$ cat config.mk
export PLATFORM = sky130hd
export DESIGN_NAME = ppu_vram_arbiter
export DESIGN_NICKNAME = d
export VERILOG_FILES = /design/src/rtl/ppu_vram_arbiter.sv
export SDC_FILE = /design/constraint.sdc
export NUM_CORES = 1
export LEC_CHECK = 0
export ABC_CLOCK_PERIOD_IN_PS = 2100
export CAP_MARGIN = 30
export CORE_UTILIZATION = 43
export CTS_CLUSTER_SIZE = 24
export DETAILED_ROUTE_END_ITERATION = 16
export HOLD_SLACK_MARGIN = 0.06
export PLACE_DENSITY_LB_ADDON = 0.12
export SLEW_MARGIN = 20
export SYNTH_ARGS = -nofsm -noshare
export SYNTH_HDL_FRONTEND = slang
export SYNTH_SLANG_ARGS = --single-unit
$ cat constraint.sdc
create_clock -name clk_in -period 2.1 [get_ports clk_in]
set_input_delay 0.315 -clock clk_in [delete_from_list [all_inputs] [get_ports clk_in]]
set_output_delay 0.315 -clock clk_in [all_outputs]
set_load 0.02 [all_outputs]
$ cat src/rtl/ppu_vram_arbiter.sv
// Shares the single VRAM read port between the background and sprite fetchers.
// Sprite requests win; a lost response is abandoned after TIMEOUT wait cycles.
module ppu_vram_arbiter #(
  parameter int ADDR_WIDTH = 16,
  parameter int TIMEOUT    = 8
) (
  input  logic                  clk_in,
  input  logic                  rst_in,
  input  logic                  sprite_detected_in,
  input  logic                  bg_req_in,
  input  logic [ADDR_WIDTH-1:0] bg_addr_in,
  output logic [7:0]            bg_data_out,
  output logic                  bg_data_valid_out,
  input  logic                  spr_req_in,
  input  logic [ADDR_WIDTH-1:0] spr_addr_in,
  output logic [7:0]            spr_data_out,
  output logic                  spr_data_valid_out,
  output logic                  mem_free_out,
  output logic [ADDR_WIDTH-1:0] vram_addr_out,
  output logic                  vram_rd_out,
  input  logic [7:0]            vram_data_in,
  input  logic                  vram_data_valid_in,
  output logic                  timeout_out
);

  typedef enum logic [1:0] {
    S_IDLE,
    S_WAIT,
    S_RETIRE
  } state_t;

  typedef enum logic [1:0] {
    O_NONE,
    O_BG,
    O_SPR
  } owner_t;

  localparam logic [7:0] LAST_WAIT = 8'(TIMEOUT - 1);

  state_t                state_q, state_d;
  owner_t                owner_q, owner_d;
  logic [7:0]            wait_cnt_q, wait_cnt_d;
  logic [ADDR_WIDTH-1:0] addr_q, addr_d;
  logic                  rd_q, rd_d;
  logic [7:0]            bg_data_q, bg_data_d;
  logic                  bg_vld_q, bg_vld_d;
  logic [7:0]            spr_data_q, spr_data_d;
  logic                  spr_vld_q, spr_vld_d;
  logic                  to_q, to_d;

  always_comb begin
    state_d    = state_q;
    owner_d    = owner_q;
    wait_cnt_d = wait_cnt_q;
    addr_d     = addr_q;
    rd_d       = 1'b0;
    bg_data_d  = bg_data_q;
    bg_vld_d   = 1'b0;
    spr_data_d = spr_data_q;
    spr_vld_d  = 1'b0;
    to_d       = 1'b0;
    unique case (state_q)
      S_IDLE: begin
        if (spr_req_in) begin
          addr_d     = spr_addr_in;
          owner_d    = O_SPR;
          rd_d       = 1'b1;
          wait_cnt_d = 8'd0;
          state_d    = S_WAIT;
        end else if (bg_req_in && !sprite_detected_in) begin
          addr_d     = bg_addr_in;
          owner_d    = O_BG;
          rd_d       = 1'b1;
          wait_cnt_d = 8'd0;
          state_d    = S_WAIT;
        end
      end
      S_WAIT: begin
        // a response in the final wait cycle still counts
        if (vram_data_valid_in) begin
          if (owner_q == O_SPR) begin
            spr_data_d = vram_data_in;
            spr_vld_d  = 1'b1;
          end else begin
            bg_data_d = vram_data_in;
            bg_vld_d  = 1'b1;
          end
          state_d = S_RETIRE;
        end else if (wait_cnt_q == LAST_WAIT) begin
          to_d    = 1'b1;
          state_d = S_RETIRE;
        end else begin
          wait_cnt_d = wait_cnt_q + 8'd1;
        end
      end
      S_RETIRE: begin
        owner_d = O_NONE;
        state_d = S_IDLE;
      end
      default: begin
        owner_d = O_NONE;
        state_d = S_IDLE;
      end
    endcase
  end

  always_ff @(posedge clk_in) begin
    if (rst_in) begin
      state_q    <= S_IDLE;
      owner_q    <= O_NONE;
      wait_cnt_q <= 8'd0;
      addr_q     <= '0;
      rd_q       <= 1'b0;
      bg_data_q  <= 8'd0;
      bg_vld_q   <= 1'b0;
      spr_data_q <= 8'd0;
      spr_vld_q  <= 1'b0;
      to_q       <= 1'b0;
    end else begin
      state_q    <= state_d;
      owner_q    <= owner_d;
      wait_cnt_q <= wait_cnt_d;
      addr_q     <= addr_d;
      rd_q       <= rd_d;
      bg_data_q  <= bg_data_d;
      bg_vld_q   <= bg_vld_d;
      spr_data_q <= spr_data_d;
      spr_vld_q  <= spr_vld_d;
      to_q       <= to_d;
    end
  end

  assign mem_free_out       = (state_q == S_IDLE) || (owner_q == O_SPR);
  assign vram_addr_out      = addr_q;
  assign vram_rd_out        = rd_q;
  assign bg_data_out        = bg_data_q;
  assign bg_data_valid_out  = bg_vld_q;
  assign spr_data_out       = spr_data_q;
  assign spr_data_valid_out = spr_vld_q;
  assign timeout_out        = to_q;

endmodule

==> results.ini, run 1 <==
[cts]
cts_max_path_buffers=2
cts.htree.levels=2
cts_tree=done
cts_made_buffers=5
postCtsSetupRepairBufs=0
cts_sinks=48
post_cts_resize_count=0
cts-root-buf=clkbuf_8
postCtsHoldBufs=0
clock_latency_ps=310
clk_pin_slew_worst_paths_ps=90

[timing]
setup_slack_ps=185
timing.slew.headroom_pct=74.2
min_period_over_period_pct=91.2
tightest_slew_ps=383
maxSlewViolCount=0
period_minus_slack_ps=1920
skew_ps=9.15
fin_tns_setup_ps=0
rsz0062_at_grt=no
setup_violations=0
finalHoldViolations=0
hold_ws_ps=374
max_freq_mhz=522

[setup_path]
worstSetupEndpointType=output pin
critical_path_buf_inv_count=1
path_class=reg2out
crit_end=mem_free_out
path_max_fanout=4
crit_start=owner_q[0]$_SDFFE_PP0P_
max_stage_delay_ps=650
rrSetupSlack_ps=430
path_depth=3
cp-start-kind=flip-flop
path_cells=nand2b_1, o21ai_0, clkdlybuf4s50_1
reg2regPathDepth=5
regToRegEndpoint=wait_cnt_q[7]$_SDFFE_PP0P_
worstPathArrival_ps=1600
cp.required_ps=1780
r2r-start=wait_cnt_q[0]$_SDFFE_PP0P_
critPathTopFamily=buffers and inverters
cp_slowest_cell=clkdlybuf4s50_1

[synthesis]
synth-main-ff-cell=dfxtp_1
yosysUniqueCellTypes=42
yosys.cell_count.top_type=dfxtp_1
synth_xor_area_share_pct=0
synth_warnings=0
async_flop_share_pct=0
yosys.area_share.simple_pct=18.3
ys_seq_area_share_pct=46.0
synthMuxAreaShare_pct=15.3
synth_top_family_by_area=simple AND/OR/NAND/NOR gates
synthAdderAreaFrac_pct=0.599
synth_top_area_share_pct=46.0
synth_compound_area_share_pct=16.5
synth_edf_count=0
syn_inst=209
synth-seq-cells=48
synthTopCellsByArea=dfxtp_1, mux2i_1, nor2_1
syn_nets=256
synth_area_um2=2090
syn_avg_cell_area_um2=10.0
synth_top_cell_by_area=dfxtp_1
ys_top_cells_by_count=dfxtp_1, nor2_1, mux2i_1

[floorplanning]
die_h_um=71.7
initial_core_util_pct=46.4
io_pins=83
rows=24
core_area_um2=4500
die-width_um=71.7
fp.dieArea_um2=5140

[cells_and_area]
antenna_cells=0
finalNetCount=338
area_growth_pct=47.7
n_fill_cell=369
fin_util_pct=68.5
final_layout_size_suffix_gt1_share_pct=8.56

[grt]
grtUsageTotal_pct=21.2
grt_overflow=0
first_global_vias=1907
antenna_found_initial=0
grt_first_pass_wirelength_um=8580
grt_max_degree=33

[routing]
drtIter0Drc=154
num_vias=1835
drcViolationCount=0
drt_pass1_iterations=4
final_antenna_net_count=0
wl_per_cell_um=14.4
postRouteWirelength_um=4960
vias_per_cell=5.33

[flow_run]
max_cap_violations=0

[pwr]
p_leak_uw=0.00114
peakVddDrop_uv=598
p_per_area_nw_per_um2=714

[placed_design]
dp.final_hpwl_um=3650
dp_slack_ps=103
gp_congestion=0.890
portBuffers=82

[min_path]
hold_class=in2reg
min_from=rst_in
hold_path_depth=2

[status]
status=completed

layout make-up:
type	instances	area [µm²]	area share (%)
Sequential cell	48	961	31.1
Tap cell	52	65.1	2.11
Timing Repair Buffer	88	873	28.3
Multi-Input combinational cell	145	1060	34.3
Clock inverter	3	46.3	1.50
Clock buffer	5	68.8	2.23
Inverter	3	11.3	0.365
metal layers:
metal | up-vias | track usage [%] | share of wire, %
met5 | - | 0 | 0
met4 | 0 | 7.41 | 1.5
met3 | 10 | 6.47 | 7.1
met2 | 67 | 35.8 | 48
met1 | 842 | 25.5 | 43
li1 | 916 | - | -
logic make-up (layout without fill, tap and decap cells):
group                    Yosys count  after routing
AO/OA/AOI/OAI                     43             43
multiplexers                      32             32
buffers and inverters             16             99
AND/OR/NAND/NOR                   69             69
adder cells (fa/ha/maj)            1              1
flip-flops                        48             48
cells in the final DEF, fill, tap and decap left out, types with 3 or more instances in the layout:
| cell type | instances |
|---|---|
| a211oi_1 | 16 |
| a21o_1 | 3 |
| a21oi_1 | 4 |
| buf_4 | 5 |
| clkbuf_8 | 5 |
| clkdlybuf4s50_1 | 81 |
| dfxtp_1 | 48 |
| inv_1 | 3 |
| mux2i_1 | 32 |
| nand2b_1 | 4 |
| nand3_1 | 3 |
| nor2_1 | 36 |
| nor2b_1 | 4 |
| nor3_1 | 5 |
| o21ai_1 | 3 |
through the flow:
step           total power, µW  instances  area [µm²]
2_1_floorplan             1290        209        2090
3_3_place_gp              1530        336        2970
3_5_place_dp              1540        336        2970
4_1_cts                   2220        344        3090
5_1_grt                   2310        344        3090
6_report                  2200        344        3090
flip-flops by register name (all words and copies together) (netlist names):
name,flops
vram_rd_out,1
spr_data_valid_out,1
wait_cnt_q,8
bg_data_out,8
spr_data_out,8
bg_data_valid_out,1
vram_addr_out,16
state_q,2
timeout_out,1
owner_q,2
worst min path at each step:
stage	to	slack [ps]
after floorplan	owner_q[0]$_SDFFE_PP0P_	440
after global placement	owner_q[0]$_SDFFE_PP0P_	450
after detailed placement	owner_q[0]$_SDFFE_PP0P_	470
after CTS	vram_rd_out$_SDFF_PP0_	380
after global routing	vram_rd_out$_SDFF_PP0_	390
final	vram_rd_out$_SDFF_PP0_	370
worst register-to-register path: stages (launching register included):
cell and delay (ps):
dfxtp_1 390, ha_1 270, nor4bb_1 370, a21oi_1 160
nor3_1 270, a21o_1 160
report_power, final:
| group | internal (µW) | leakage (µW) | switching (µW) |
|---|---|---|---|
| logic | 262 | 0.000696 | 251 |
| clock network | 359 | 0.0000548 | 322 |
| registers | 971 | 0.000392 | 37.0 |
| total | 1590 | 0.00114 | 610 |
Power figures use the tool's default switching activity.
==> run 2, diff against run 1 <==
--- a/config.mk
+++ b/config.mk
@@ -12,7 +12,7 @@
 export DETAILED_ROUTE_END_ITERATION = 16
 export HOLD_SLACK_MARGIN = 0.06
 export PLACE_DENSITY_LB_ADDON = 0.12
-export SLEW_MARGIN = 20
+export SLEW_MARGIN = 25
 export SYNTH_ARGS = -nofsm -noshare
 export SYNTH_HDL_FRONTEND = slang
 export SYNTH_SLANG_ARGS = --single-unit
==> results of run 2 <==
No change in the layout: final DEF, timing and power equal those of run 1.
==> run 3, diff against run 2 <==
--- a/config.mk
+++ b/config.mk
@@ -5,14 +5,13 @@
 export SDC_FILE = /design/constraint.sdc
 export NUM_CORES = 1
 export LEC_CHECK = 0
-export ABC_CLOCK_PERIOD_IN_PS = 2100
+export ABC_CLOCK_PERIOD_IN_PS = 2000
 export CAP_MARGIN = 30
 export CORE_UTILIZATION = 43
 export CTS_CLUSTER_SIZE = 24
 export DETAILED_ROUTE_END_ITERATION = 16
 export HOLD_SLACK_MARGIN = 0.06
 export PLACE_DENSITY_LB_ADDON = 0.12
-export SLEW_MARGIN = 25
 export SYNTH_ARGS = -nofsm -noshare
 export SYNTH_HDL_FRONTEND = slang
 export SYNTH_SLANG_ARGS = --single-unit
==> constraint.sdc (replaced) <==
create_clock -name clk_in -period 2 [get_ports clk_in]
set_input_delay 0.3 -clock clk_in [delete_from_list [all_inputs] [get_ports clk_in]]
set_output_delay 0.3 -clock clk_in [all_outputs]
set_load 0.02 [all_outputs]
==> results.ini, run 3 (synthesized netlist as in run 1, its figures left out) <==
[cells_and_area]
layout_commonest_cell=clkdlybuf4s50_1
fin_cells=346
fin_area_um2=3110
most-common-layout-cells=clkdlybuf4s50_1, dfxtp_1, nor2_1
final_layout_size_suffix_gt1_share_pct=9.18
area_growth_pct=48.7
largest_register_ffs=16
finalNetCount=340
antenna_cells=0

[pwr]
power_frac_clock_pct=31.4
peakVddDrop_uv=426
seq_power_share_pct=45.4
p_leak_uw=0.00116
switchingPower_uw=621
swShare_pct=26.7
p_per_area_nw_per_um2=749
comb_power_share_pct=23.2
p_int_uw=1710

[placed_design]
post_dp_cell_area_um2=2990
dp_slack_ps=2.46
portBuffers=82
dp.final_hpwl_um=3610
gp_congestion=0.861
placed_cells=338

[timing]
timing.slew.headroom_pct=73.1
min_period_over_period_pct=95.2
setup_slack_ps=95.7
period_minus_slack_ps=1900
tightest_slew_ps=398
rsz0062_at_grt=no
skew_ps=6.72
setup_violations=0
fin_tns_setup_ps=0
maxSlewViolCount=0
max_freq_mhz=525
finalHoldViolations=0

[routing]
postRouteWirelength_um=5000
wl_per_cell_um=14.4
vias_per_cell=5.31
drt_pass1_iterations=4
drtIter0Drc=53
drcViolationCount=0
final_antenna_net_count=0
num_vias=1837

[grt]
grt_first_pass_wirelength_um=8410
antenna_found_initial=0
first_global_vias=1825
grtUsageTotal_pct=20.9
grt_max_degree=30
grt_overflow=0

[setup_path]
path_class=reg2out
cp.required_ps=1700
worstPathArrival_ps=1600
path_max_fanout=4
worstSetupEndpointType=output pin
cp-start-kind=flip-flop

[cts]
cts_tree=done
cts-root-buf=clkbuf_8
cts.htree.levels=2
cts_max_path_buffers=2
postCtsSetupRepairBufs=0
cts_sinks=48
clk_pin_slew_worst_paths_ps=90
clock_latency_ps=300
postCtsHoldBufs=0
cts_made_buffers=5
post_cts_resize_count=0

[floorplanning]
core_area_um2=4500
io_pins=83
die_h_um=71.7
die-width_um=71.7
rows=24
fp.dieArea_um2=5140
initial_core_util_pct=46.4

[flow_run]
max_cap_violations=0

[status]
status=completed

[min_path]
hold_class=in2reg

==> run 3: layer usage <==
layer / up-vias / GRT usage, % / share of wire [%]
met1: 840 / 25.1 / 43
met4: 0 / 5.66 / 1.6
met5: - / 0 / 0
li1: 933 / - / -
met3: 9 / 7.03 / 5.9
met2: 55 / 35.5 / 49
==> run 3: final timing paths <==
path         slack [ps]                          to                        from  depth (start not counted)
max reg2reg         350  wait_cnt_q[6]$_SDFFE_PP0P_  wait_cnt_q[7]$_SDFFE_PP0P_                          4
max                 100                mem_free_out     owner_q[0]$_SDFFE_PP0P_                          3
min reg2reg         480     owner_q[0]$_SDFFE_PP0P_     owner_q[0]$_SDFFE_PP0P_                          2
min                 390  wait_cnt_q[3]$_SDFFE_PP0P_                      rst_in                          3
==> run 3: worst max-delay path, stage by stage (launching register included) <==
cell and delay, ps:
dfxtp_1 320, nand2b_1 230, o21ai_0 120, clkdlybuf4s50_1 640
==> run 3: layout make-up <==
class | count | area (µm²)
Fill cell | 382 | 1400
Multi-Input combinational cell | 145 | 1060
Sequential cell | 48 | 961
Timing Repair Buffer | 90 | 888
Clock buffer | 6 | 82.6
Tap cell | 52 | 65.1
Clock inverter | 2 | 38.8
Inverter | 3 | 11.3
==> run 3: per-stage QoR <==
| step | hold slack, ps | power (µW) | util [%] |
|---|---|---|---|
| CTS | 388 | 2350 | 69.0 |
| floorplan | 444 | 1360 | - |
| global placement | 455 | 1610 | 66.3 |
| global route | 411 | 2440 | 69.0 |
| detailed placement | 472 | 1620 | 66.3 |
| finish | 393 | 2330 | 69.0 |
==> run 3: power groups by stage <==
stage               Clock (µW)  Sequential (µW)  Combinational [µW]
finish                     731             1060                 541
global route               789             1060                 586
CTS                        750             1060                 545
detailed placement           0             1080                 543
global placement             0             1080                 538
floorplan                    0             1140                 214
